### src/rtl/prng_lfsr_stream_pkg.sv
// Shared constants, FSM state type and the single Galois LFSR step used by the PRNG stream.
package prng_pkg;

   localparam logic [15:0] PRNG_POLY16 = 16'h00AF;
   localparam logic [15:0] PRNG_SEED16 = 16'hACE1;
   localparam int unsigned PRNG_MAX_W  = 64;

   typedef enum logic [0:0] {
      IDLE = 1'b0,
      RUN  = 1'b1
   } prng_state_e;

   // Operates on a zero-extended MAX_W-bit container; width selects the live LFSR bits.
   function automatic logic [PRNG_MAX_W-1:0] lfsr_step(
      input logic [PRNG_MAX_W-1:0] state,
      input logic [PRNG_MAX_W-1:0] poly,
      input int unsigned           width
   );
      logic [PRNG_MAX_W-1:0] mask;
      logic [PRNG_MAX_W-1:0] next;
      logic                  msb;
      mask = {PRNG_MAX_W{1'b1}} >> (PRNG_MAX_W - width);
      msb  = |(state & ({{(PRNG_MAX_W-1){1'b0}}, 1'b1} << (width - 1)));
      next = (state << 1) & mask;
      if (msb) begin
         next = next ^ (poly & mask);
      end
      return next;
   endfunction

endpackage

### src/rtl/prng_lfsr_stream_galois_adv.sv
// Combinational multi-step Galois LFSR advance: applies STEPS single steps to the state.
module prng_galois_adv
   import prng_pkg::*;
#(
   parameter int unsigned      WIDTH = 16,
   parameter logic [WIDTH-1:0] POLY  = PRNG_POLY16,
   parameter int unsigned      STEPS = 1
) (
   input  logic [WIDTH-1:0] state,
   output logic [WIDTH-1:0] next
);

   logic [PRNG_MAX_W-1:0] work;

   always_comb begin
      work              = '0;
      work[WIDTH-1:0]   = state;
      for (int unsigned i = 0; i < STEPS; i++) begin
         work = lfsr_step(work, PRNG_MAX_W'(POLY), WIDTH);
      end
      next = work[WIDTH-1:0];
   end

endmodule

### src/rtl/prng_lfsr_stream.sv
// Galois-LFSR random word stream with seed load, bounded/free-running bursts and valid/ready output.
module prng_lfsr_stream
   import prng_pkg::*;
#(
   parameter int unsigned      WIDTH        = 16,
   parameter logic [WIDTH-1:0] POLY         = PRNG_POLY16,
   parameter int unsigned      STEPS        = 1,
   parameter logic [WIDTH-1:0] DEFAULT_SEED = PRNG_SEED16,
   parameter int unsigned      CNT_W        = 16
) (
   input  logic             clk,
   input  logic             rst_n,
   input  logic             seed_load,
   input  logic [WIDTH-1:0] seed,
   input  logic             start,
   input  logic [CNT_W-1:0] burst_len,
   output logic             busy,
   output logic             out_valid,
   input  logic             out_ready,
   output logic [WIDTH-1:0] out_data,
   output logic             out_last,
   output logic             seed_zero
);

   prng_state_e      fsm_q;
   logic [WIDTH-1:0] state_q;
   logic [WIDTH-1:0] state_adv;
   logic [CNT_W-1:0] count_q;
   logic [CNT_W-1:0] len_q;
   logic             seed_zero_q;
   logic             acc;

   prng_galois_adv #(
      .WIDTH (WIDTH),
      .POLY  (POLY),
      .STEPS (STEPS)
   ) u_adv (
      .state (state_q),
      .next  (state_adv)
   );

   assign out_valid = (fsm_q == RUN);
   assign busy      = out_valid;
   assign out_data  = state_q;
   assign out_last  = out_valid && (len_q != '0) && (count_q == len_q - CNT_W'(1));
   assign seed_zero = seed_zero_q;
   assign acc       = out_valid && out_ready;

   always_ff @(posedge clk or negedge rst_n) begin
      if (!rst_n) begin
         fsm_q       <= IDLE;
         state_q     <= DEFAULT_SEED;
         count_q     <= '0;
         len_q       <= '0;
         seed_zero_q <= 1'b0;
      end else if (seed_load) begin
         // Seed load overrides start and accept; an all-zero seed would lock the LFSR.
         state_q <= (seed == '0) ? DEFAULT_SEED : seed;
         if (seed == '0) begin
            seed_zero_q <= 1'b1;
         end
         fsm_q   <= IDLE;
         count_q <= '0;
      end else begin
         case (fsm_q)
            IDLE: begin
               if (start) begin
                  len_q   <= burst_len;
                  count_q <= '0;
                  fsm_q   <= RUN;
               end
            end
            RUN: begin
               if (acc) begin
                  state_q <= state_adv;
                  count_q <= count_q + CNT_W'(1);
                  if (out_last) begin
                     fsm_q <= IDLE;
                  end
               end
            end
            default: fsm_q <= IDLE;
         endcase
      end
   end

   a_poly_lsb: assert property (@(posedge clk) POLY[0] == 1'b1);

endmodule

### config.mk
export PLATFORM = sky130hd
export DESIGN_NAME = prng_lfsr_stream
export DESIGN_NICKNAME = d
export VERILOG_FILES = /design/src/rtl/prng_lfsr_stream_pkg.sv /design/src/rtl/prng_lfsr_stream_galois_adv.sv /design/src/rtl/prng_lfsr_stream.sv
export SDC_FILE = /design/constraint.sdc
export NUM_CORES = 1
export LEC_CHECK = 0
export ABC_AREA = 1
export CAP_MARGIN = 10
export CORE_UTILIZATION = 53
export CTS_CLUSTER_DIAMETER = 30
export DETAILED_ROUTE_END_ITERATION = 16
export PLACE_DENSITY = 0.81
export SYNTH_ARGS = -nofsm -noshare
export SYNTH_HDL_FRONTEND = slang
export SYNTH_HIERARCHICAL = 1
export SYNTH_SLANG_ARGS = --single-unit
### constraint.sdc
create_clock -name clk -period 2.2 [get_ports clk]
set_input_delay 0.22 -clock clk [delete_from_list [all_inputs] [get_ports clk]]
set_output_delay 0.22 -clock clk [all_outputs]
set_load 0.01 [all_outputs]
# Yosys cells after proc, flatten, opt, wreduce, memory -nomap -nowiden
# Cells that the tools add are included.
[classes]
n_reduce_logical = 11
add_sub_neg = 2
n_bitwise = 3
muxes = 14
n_eq_ne = 3
[ops]
columns = ["cell", "count"]
rows = [
  ["16-bit two-way mux", 7],
  ["16-bit one-hot mux with 2 select lines", 1],
  ["16-bit by 1-bit adder with 16-bit output, second input constant", 1],
  ["16-bit equality test", 1],
  ["16-bit logical NOT", 1],
  ["16-bit nonzero test", 1],
  ["16-bit by 1-bit subtractor with 16-bit output, second input constant", 1],
  ["8-bit two-way mux", 1],
  ["6-bit NOT", 1],
  ["2-bit AND reduction", 3],
  ["1-bit two-way mux", 4],
  ["2-bit nonzero test", 2],
  ["1-bit logical AND", 3],
  ["3-bit by 2-bit != test with 1-bit output, second input constant", 1],
  ["3-bit != test, second input constant", 1],
  ["3-bit AND reduction", 1],
  ["1-bit NOT", 2],
  ["1-bit one-hot mux with 2 select lines", 1],
]
[totals]
wordCells = 38
out_inout_bits = 20
register_bits = 50
input_bits = 37

# Depth between registers and ports, before layout
# Gate-level depths: netlist of run 1.
[logic_depth]
depth_word = 7
ltp_mapped = 15
ltp_nobuf = 15

# Cells and area by module
# The synthesis of run 1 kept the hierarchy.
[by_module_without_submodules]
columns = ["mod", "n_inst", "area_per_inst_um2", "seq_area_each_um2", "cells_per_inst"]
rows = [
  ["prng_lfsr_stream", 1, 2961.6, 1261.2, 394],
  ["prng_galois_adv", 1, 161.4, 0.0, 32],
]

# Worst setup path after synthesis of run 1
# OpenSTA, ideal clock, no wires.
[synth_timing]
path_kind = "register to output"
from = "register len_q[0]"
to = "output port out_last"
path_stages_with_launch = 12
path_slack_ns = 0.526
arrival_ns = 1.454
required_time_ns = 1.980
n_path_buf = 0
path_cell_list = "dfrtp_1 > inv_2 > ha_1 > nand2_1 > nor2_4 > nand2_1 > nand3_1 > nand2_1 > nor2_1 > nand2_1 > nor2_1 > and2_1"
[synth_between]
elab_chain_len = 3
word_cells_on_any_way = 5
cone_classes = "add/sub (1); eq/ne (1); reduce/logical (3)"
[synth_rtl]
columns = ["element", "line", "text"]
rows = [
  ["start, declared", "prng_lfsr_stream.sv:29", "logic [CNT_W-1:0] len_q;"],
  ["start signal, assigned", "prng_lfsr_stream.sv:68", "len_q <= burst_len;"],
  ["16-bit by 1-bit subtractor with 16-bit output / 16-bit nonzero test (equally long branches)", "prng_lfsr_stream.sv:45", "assign out_last = out_valid && (len_q != '0) && (count_q == len_q - CNT_W'(1));"],
  ["16-bit equality test / 1-bit logical AND (equally long branches)", "prng_lfsr_stream.sv:45", ""],
  ["1-bit logical AND *", "prng_lfsr_stream.sv:45", ""],
  ["end, declared", "prng_lfsr_stream.sv:21", "output logic out_last,"],
]
# Every way passes the cells marked *; elsewhere a longest branch is shown, timed or not.

# Worst setup path after layout of run 1
# Ends and elaborated chain as after synthesis.

==> results of run 1 <==
[cells in the mapped netlist, drive strengths merged (2+ instances only)]
cell type,instances
nand2,112
nor3,3
nand3b,3
nor2,77
inv,51
clkinv,2
o21ai,17
xnor2,2
nor4,4
mux2,7
ha,3
buf,17
dfrtp,42
a31oi,2
dfstp,8
nand3,17
and2,2
nand4,3
a21oi,22
o22ai,12
xor2,13
[layer usage]
metal | vias up | track usage, %
met5 | - | 0
li1 | 1481 | -
met4 | 0 | 12.6
met2 | 86 | 44.3
met1 | 1344 | 31.7
met3 | 19 | 4.83
[power by group]
part           total [W]  leakage (nW)  switching (W)  internal (W)
Sequential       0.00112         0.597       0.000104       0.00102
Clock           0.000685        0.0585       0.000314      0.000371
Combinational   0.000655          1.19       0.000320      0.000335
Total            0.00246          1.85       0.000738       0.00173
[per-stage QoR]
stage | setup TNS, ps | power [W] | cells
2_1_floorplan | 0 | 0.00147 | 426
3_3_place_gp | -121 | 0.00174 | 557
3_5_place_dp | -171 | 0.00175 | 557
4_1_cts | 0 | 0.00246 | 567
5_1_grt | -106 | 0.00259 | 569
6_report | 0 | 0.00246 | 569
[cell type report]
type | count | area [sq um]
Fill cell | 496 | 1600
Sequential cell | 50 | 1260
Clock inverter | 1 | 30.0
Tap cell | 72 | 90.1
Timing Repair Buffer | 80 | 737
Multi-Input combinational cell | 306 | 1610
Clock buffer | 7 | 86.3
Inverter | 53 | 199
[state kept, by name, indices dropped and copies added (netlist names)]
name and cells:
busy 1, count_q 16, len_q 16, out_data 16, seed_zero 1
[path summary, 6_finish.rpt]
| check | end | slack [ps] |
|---|---|---|
| worst min-delay path | len_q[7]$_DFFE_PN0P_ | 7 |
| max in group asynchronous | count_q[13]$_DFFE_PN0P_ | 1770 |
| worst min register to register | seed_zero$_DFFE_PN0P_ | 470 |
| min in group clk | out_data[10]$_DFFE_PN1P_ | 470 |
| worst max-delay path | out_last | 30 |
| worst max register to register | count_q[14]$_DFFE_PN0P_ | 360 |
[logic make-up (layout without fill, tap and decap cells)]
kind of cell               count (synthesis)  count (layout)  share of synthesized area, %
DFF                                       50              50                          40.4
muxes                                      8               8                          2.84
AOI/OAI and AO/OA                         57              57                          10.6
and+or+nand+nor                          223             223                          30.7
xor gates and xnor gates                  15              15                          4.21
buffers and inverters                     70             141                          10.1
adders and majority gates                  3               3                          1.20
[repair_timing]
item	CTS	global route
pin swaps	4	8
gates cloned	0	0
setup buffers	2	2
endpoints found under the setup margin	1	1
resized for setup	19	8
hold buffers	0	0
==> reports/results.ini, run 1 <==
[run_status]
status = finished clean

[die]
die_width_microns = 78.8
initial_core_util_pct = 55.7
num_rows = 27
core_area_sq_um = 5610
io_pins = 57
fp.dieH_microns = 78.8
die_area_sq_um = 6200

[sta]
setup_viol = 0
period_needed_ps = 2170
min_period_over_period_pct = 98.7
maxSlewHeadroom_pct = 57.6
hold_ws_ps = 6.97
hold_violations = 0
finClkSkew_ps = 7.52
drv_slew = 0
max_clock_freq_ghz = 0.461
worst_pin_slew_ps = 635
rsz0062_at_grt = true
finalWorstSetupSlack_ps = 28.7

[critical_path]
startpoint = len_q[0]$_DFFE_PN0P_
cp-end-kind = primary output
cp_data_arrival_time_ps = 1950
crit_family = simple AND/OR/NAND/NOR gates
r2r_start = busy$_DFF_PN0_
crit_type = reg -> out
path_buf_inv = 4
path_depth = 13
cp_data_required_time_ps = 1980
slowest_delay_ps = 370
r2r_cells = 6
cp_slowest_cell = dfrtp_1
crit_chain = inv_2 -> buf_4 -> buf_4 -> ha_1 -> nand3b_1 -> nor2_1 -> nand2_1 -> nand3_2 -> nor2_1 -> nand2_1 -> nor2_2 -> and2_4 -> buf_6
path_max_fanout = 3
start_kind = flop

[route]
wl_per_cell_microns = 13.3
finalWirelength_mm = 7.56
dr_wl_met3_microns = 339
drt-vias-per-instance = 5.15
wl_met1_mm = 3.44
drtPass1Iterations = 4
dr_wl_met2_mm = 3.57
post-route-drc-count = 0
initialDrtViolationCount = 129
vias = 2930
top_layer_used = met4
ant_nets = 0

[synth]
syn_area_per_cell_sq_um = 7.33
syn_area_sq_um = 3120
synth_cells = 426
async_reset_ff_share_pct = 100
synthFlopType = dfrtp_1
yosysUniqueCellTypes = 40
yosysSeqAreaShare_pct = 40.4
synth_fp_nets = 466
ys_seq_elements = 50
synth_top_area_share_pct = 33.7
yosys_warnings = 6
synth-edff-count = 0
yosys.area.top_type = dfrtp_1
yosys-top-cells-area = dfrtp_1 (34%), nand2_1 (13%), nor2_1 (8.7%), dfstp_2 (6.7%), inv_1 (5.8%)

[cts]
cts_inserted_buffers = 5
clk_pin_slew_ps = 100
cts_root_buf = clkbuf_8
worstSkewPairLatency_ps = 310
clockBufferDepth = 2
cts_tree = yes
cts_num_sinks = 50
htreeDepth = 2

[pwr]
power.density_nw_per_um2 = 614
leakagePower_nw = 1.85
peakVddDrop_mv = 0.453

[placement]
port_buffers = 56
gp_congestion = 0.916
hpwl_mm = 5.64
pre_cts_ws_ps = -171
placed_area_sq_um = 3800

[flow_run]
max_cap_violations = 0

[global_routing]
grtUsageTotal_pct = 26.1
first_global_vias = 2899
grt_start_max_net_pins = 51
gr-total-overflow = 0
antenna_found_initial = 0
grt_pass1_wl_mm = 12.5

[final_layout]
final_common_cell = nand2_1
fin_util_pct = 71.6
nets = 536
antennaDiodeCount = 0
syn_to_final_growth_pct = 28.5
drive_gt1_share_pct = 16.7
final_cell_mix = nand2_1 (103), nor2_1 (64), clkdlybuf4s50_1 (54), inv_1 (46), dfrtp_1 (42)
fin_area_sq_um = 4010

[hold_path]
min_path_type = in -> async

Power figures use the tool's default switching activity.
==> run 2, diff against run 1 <==
--- a/config.mk
+++ b/config.mk
@@ -6,9 +6,10 @@
 export NUM_CORES = 1
 export LEC_CHECK = 0
 export ABC_AREA = 1
-export CAP_MARGIN = 10
+export CAP_MARGIN = 20
 export CORE_UTILIZATION = 53
 export CTS_CLUSTER_DIAMETER = 30
+export CTS_CLUSTER_SIZE = 40
 export DETAILED_ROUTE_END_ITERATION = 16
 export PLACE_DENSITY = 0.81
 export SYNTH_ARGS = -nofsm -noshare
==> results of run 2 <==
Final layout, timing and power as in run 1 (identical DEF).
==> run 3, diff against run 2 <==
--- a/config.mk
+++ b/config.mk
@@ -11,7 +11,7 @@
 export CTS_CLUSTER_DIAMETER = 30
 export CTS_CLUSTER_SIZE = 40
 export DETAILED_ROUTE_END_ITERATION = 16
-export PLACE_DENSITY = 0.81
+export PLACE_DENSITY = 0.83
 export SYNTH_ARGS = -nofsm -noshare
 export SYNTH_HDL_FRONTEND = slang
 export SYNTH_HIERARCHICAL = 1
==> run 3 against run 2 <==
  * Core utilization rose by 0.67 points
  * The run now ends with setup timing left
  * Die area did not move
  * Critical path type unchanged
  * Hold slack improved by 380 ps
==> reports/results.ini, run 3 (synthesized netlist as in run 1, its figures left out) <==
[final_layout]
antennaDiodeCount = 0
nets = 539
syn_to_final_growth_pct = 29.7
final_common_cell = nand2_1
drive_gt1_share_pct = 17.0
final_cell_mix = nand2_1 (103), nor2_1 (64), clkdlybuf4s50_1 (54), inv_1 (46), dfrtp_1 (42)

[critical_path]
crit_top_cell = nand2_1
crit_type = reg -> out
r2r_start = busy$_DFF_PN0_
r2r-end = count_q[14]$_DFFE_PN0P_
cp_data_arrival_time_ps = 2000
rrSetupSlack_ps = 270
r2r_cells = 6
crit_chain = inv_2 -> ha_4 -> inv_2 -> nand2_2 -> nand2_1 -> nand2_1 -> nand2_2 -> nor2_4 -> nand2_1 -> nor2_1 -> nand2_1 -> nor2_2 -> and2_4 -> buf_6
cp_data_required_time_ps = 1980
path_max_fanout = 4
start_kind = flop
crit_family = simple AND/OR/NAND/NOR gates
slowest_delay_ps = 400
cp_slowest_cell = dfrtp_1
path_buf_inv = 3
cp-end-kind = primary output

[sta]
finalWorstSetupSlack_ps = -20.2
max_clock_freq_ghz = 0.450
finClkSkew_ps = 11.0
min_period_over_period_pct = 101
setup_viol = 1
hold_violations = 0
drv_slew = 0
finalSetupTns_ps = -20.2
maxSlewHeadroom_pct = 62.3
period_needed_ps = 2220
worst_pin_slew_ps = 563
rsz0062_at_grt = true

[die]
initial_core_util_pct = 55.7
fp.dieH_microns = 78.8
die_width_microns = 78.8
core_area_sq_um = 5610
die_area_sq_um = 6200
io_pins = 57
num_rows = 27

[cts]
worstSkewPairLatency_ps = 320
cts_tree = yes
clockBufferDepth = 2
clk_pin_slew_ps = 100
cts_inserted_buffers = 5
htreeDepth = 2
cts_root_buf = clkbuf_8
cts_num_sinks = 50

[route]
initialDrtViolationCount = 162
wl_per_cell_microns = 13.9
vias = 3010
ant_nets = 0
post-route-drc-count = 0
finalWirelength_mm = 7.94
drtPass1Iterations = 5
drt-vias-per-instance = 5.26

[global_routing]
grt_busiest_layer = met2
grt_start_max_net_pins = 31
first_global_vias = 2957
grtUsageTotal_pct = 27.1
gr-total-overflow = 0
grt_pass1_wl_mm = 13.0
grt_util_met1_pct = 33.1
use_met3_pct = 5.98
antenna_found_initial = 0
met2_usage_pct = 46.2

[pwr]
power.density_nw_per_um2 = 619
peakVddDrop_mv = 0.383
leakagePower_nw = 1.87

[placement]
hpwl_mm = 5.90
pre_cts_ws_ps = -158
port_buffers = 56
gp_congestion = 0.895

[run_status]
violations = setup timing
status = finished with violations

[hold_path]
min_path_type = in -> async

[flow_run]
max_cap_violations = 0

-- run 3: cell count changes in the layout (fill, tap and decap cells not counted) --
| cell | previous run | this run |
|---|---|---|
| buf_4 | 24 | 25 |
| inv_6 | 0 | 1 |
| nand3_2 | 2 | 1 |
| nand3_1 | 15 | 16 |
| clkbuf_1 | 1 | 0 |
| dlygate4sd3_1 | 0 | 1 |
| buf_12 | 0 | 1 |
-- run 3: worst max-delay path by stage --
stage | startpoint | end | slack [ps] | cells past startpoint
2_1_floorplan | len_q[0]$_DFFE_PN0P_ | out_last | 530 | 11
3_3_place_gp | len_q[0]$_DFFE_PN0P_ | out_last | -110 | 14
3_5_place_dp | len_q[0]$_DFFE_PN0P_ | out_last | -160 | 14
4_1_cts | len_q[3]$_DFFE_PN0P_ | out_last | 5 | 11
5_1_grt | len_q[2]$_DFFE_PN0P_ | out_last | -160 | 11
6_report | len_q[0]$_DFFE_PN0P_ | out_last | -20 | 14
-- run 3: area by class of cell --
type                       count  area, sq um
tap                           72         90.1
inverter                      53          199
sequential                    50         1260
fill                         452         1560
clock inverter                 2         38.8
multi-input combinational    306         1600
timing repair buffer          83          774
clock buffer                   6         82.6
-- run 3: what timing repair did --
item,CTS,global route
hold buffers,1,0
setup buffers,1,2
gates resized for setup,13,13
hold endpoints to repair,20,0
setup endpoints to repair,1,1
pin swaps,4,8
-- run 3: per-stage QoR --
| stage | total power [W] | instances | utilization (%) | cell area, sq um | hold WS (ps) |
|---|---|---|---|---|---|
| 2_1_floorplan | 0.00147 | 426 | - | 3120 | -75.6 |
| 3_3_place_gp | 0.00175 | 560 | 68.4 | 3840 | 206 |
| 3_5_place_dp | 0.00175 | 560 | 68.4 | 3840 | 211 |
| 4_1_cts | 0.00247 | 570 | 71.3 | 4000 | 411 |
| 5_1_grt | 0.00263 | 572 | 72.2 | 4050 | 441 |
| 6_report | 0.00251 | 572 | 72.2 | 4050 | 391 |
-- run 3: worst register-to-register path, cell delays in order, from the launching register on --
cell and delay, ps:
dfrtp_1 460, nand2_1 160, nor2_1 470, inv_1 350
a31oi_1 290, nand2_1 70, o21ai_0 60
-- run 3: per-layer routing --
metal,vias to the layer above,wire length (microns)
li1,1494,-
met2,106,3870
met5,-,0
met3,19,488
met4,0,165
met1,1391,3410
-- run 3: where the power goes --
part,total (W),switching [W],internal (W)
Sequential,0.00113,0.000105,0.00102
Combinational,0.000666,0.000326,0.000340
Clock,0.000716,0.000341,0.000375
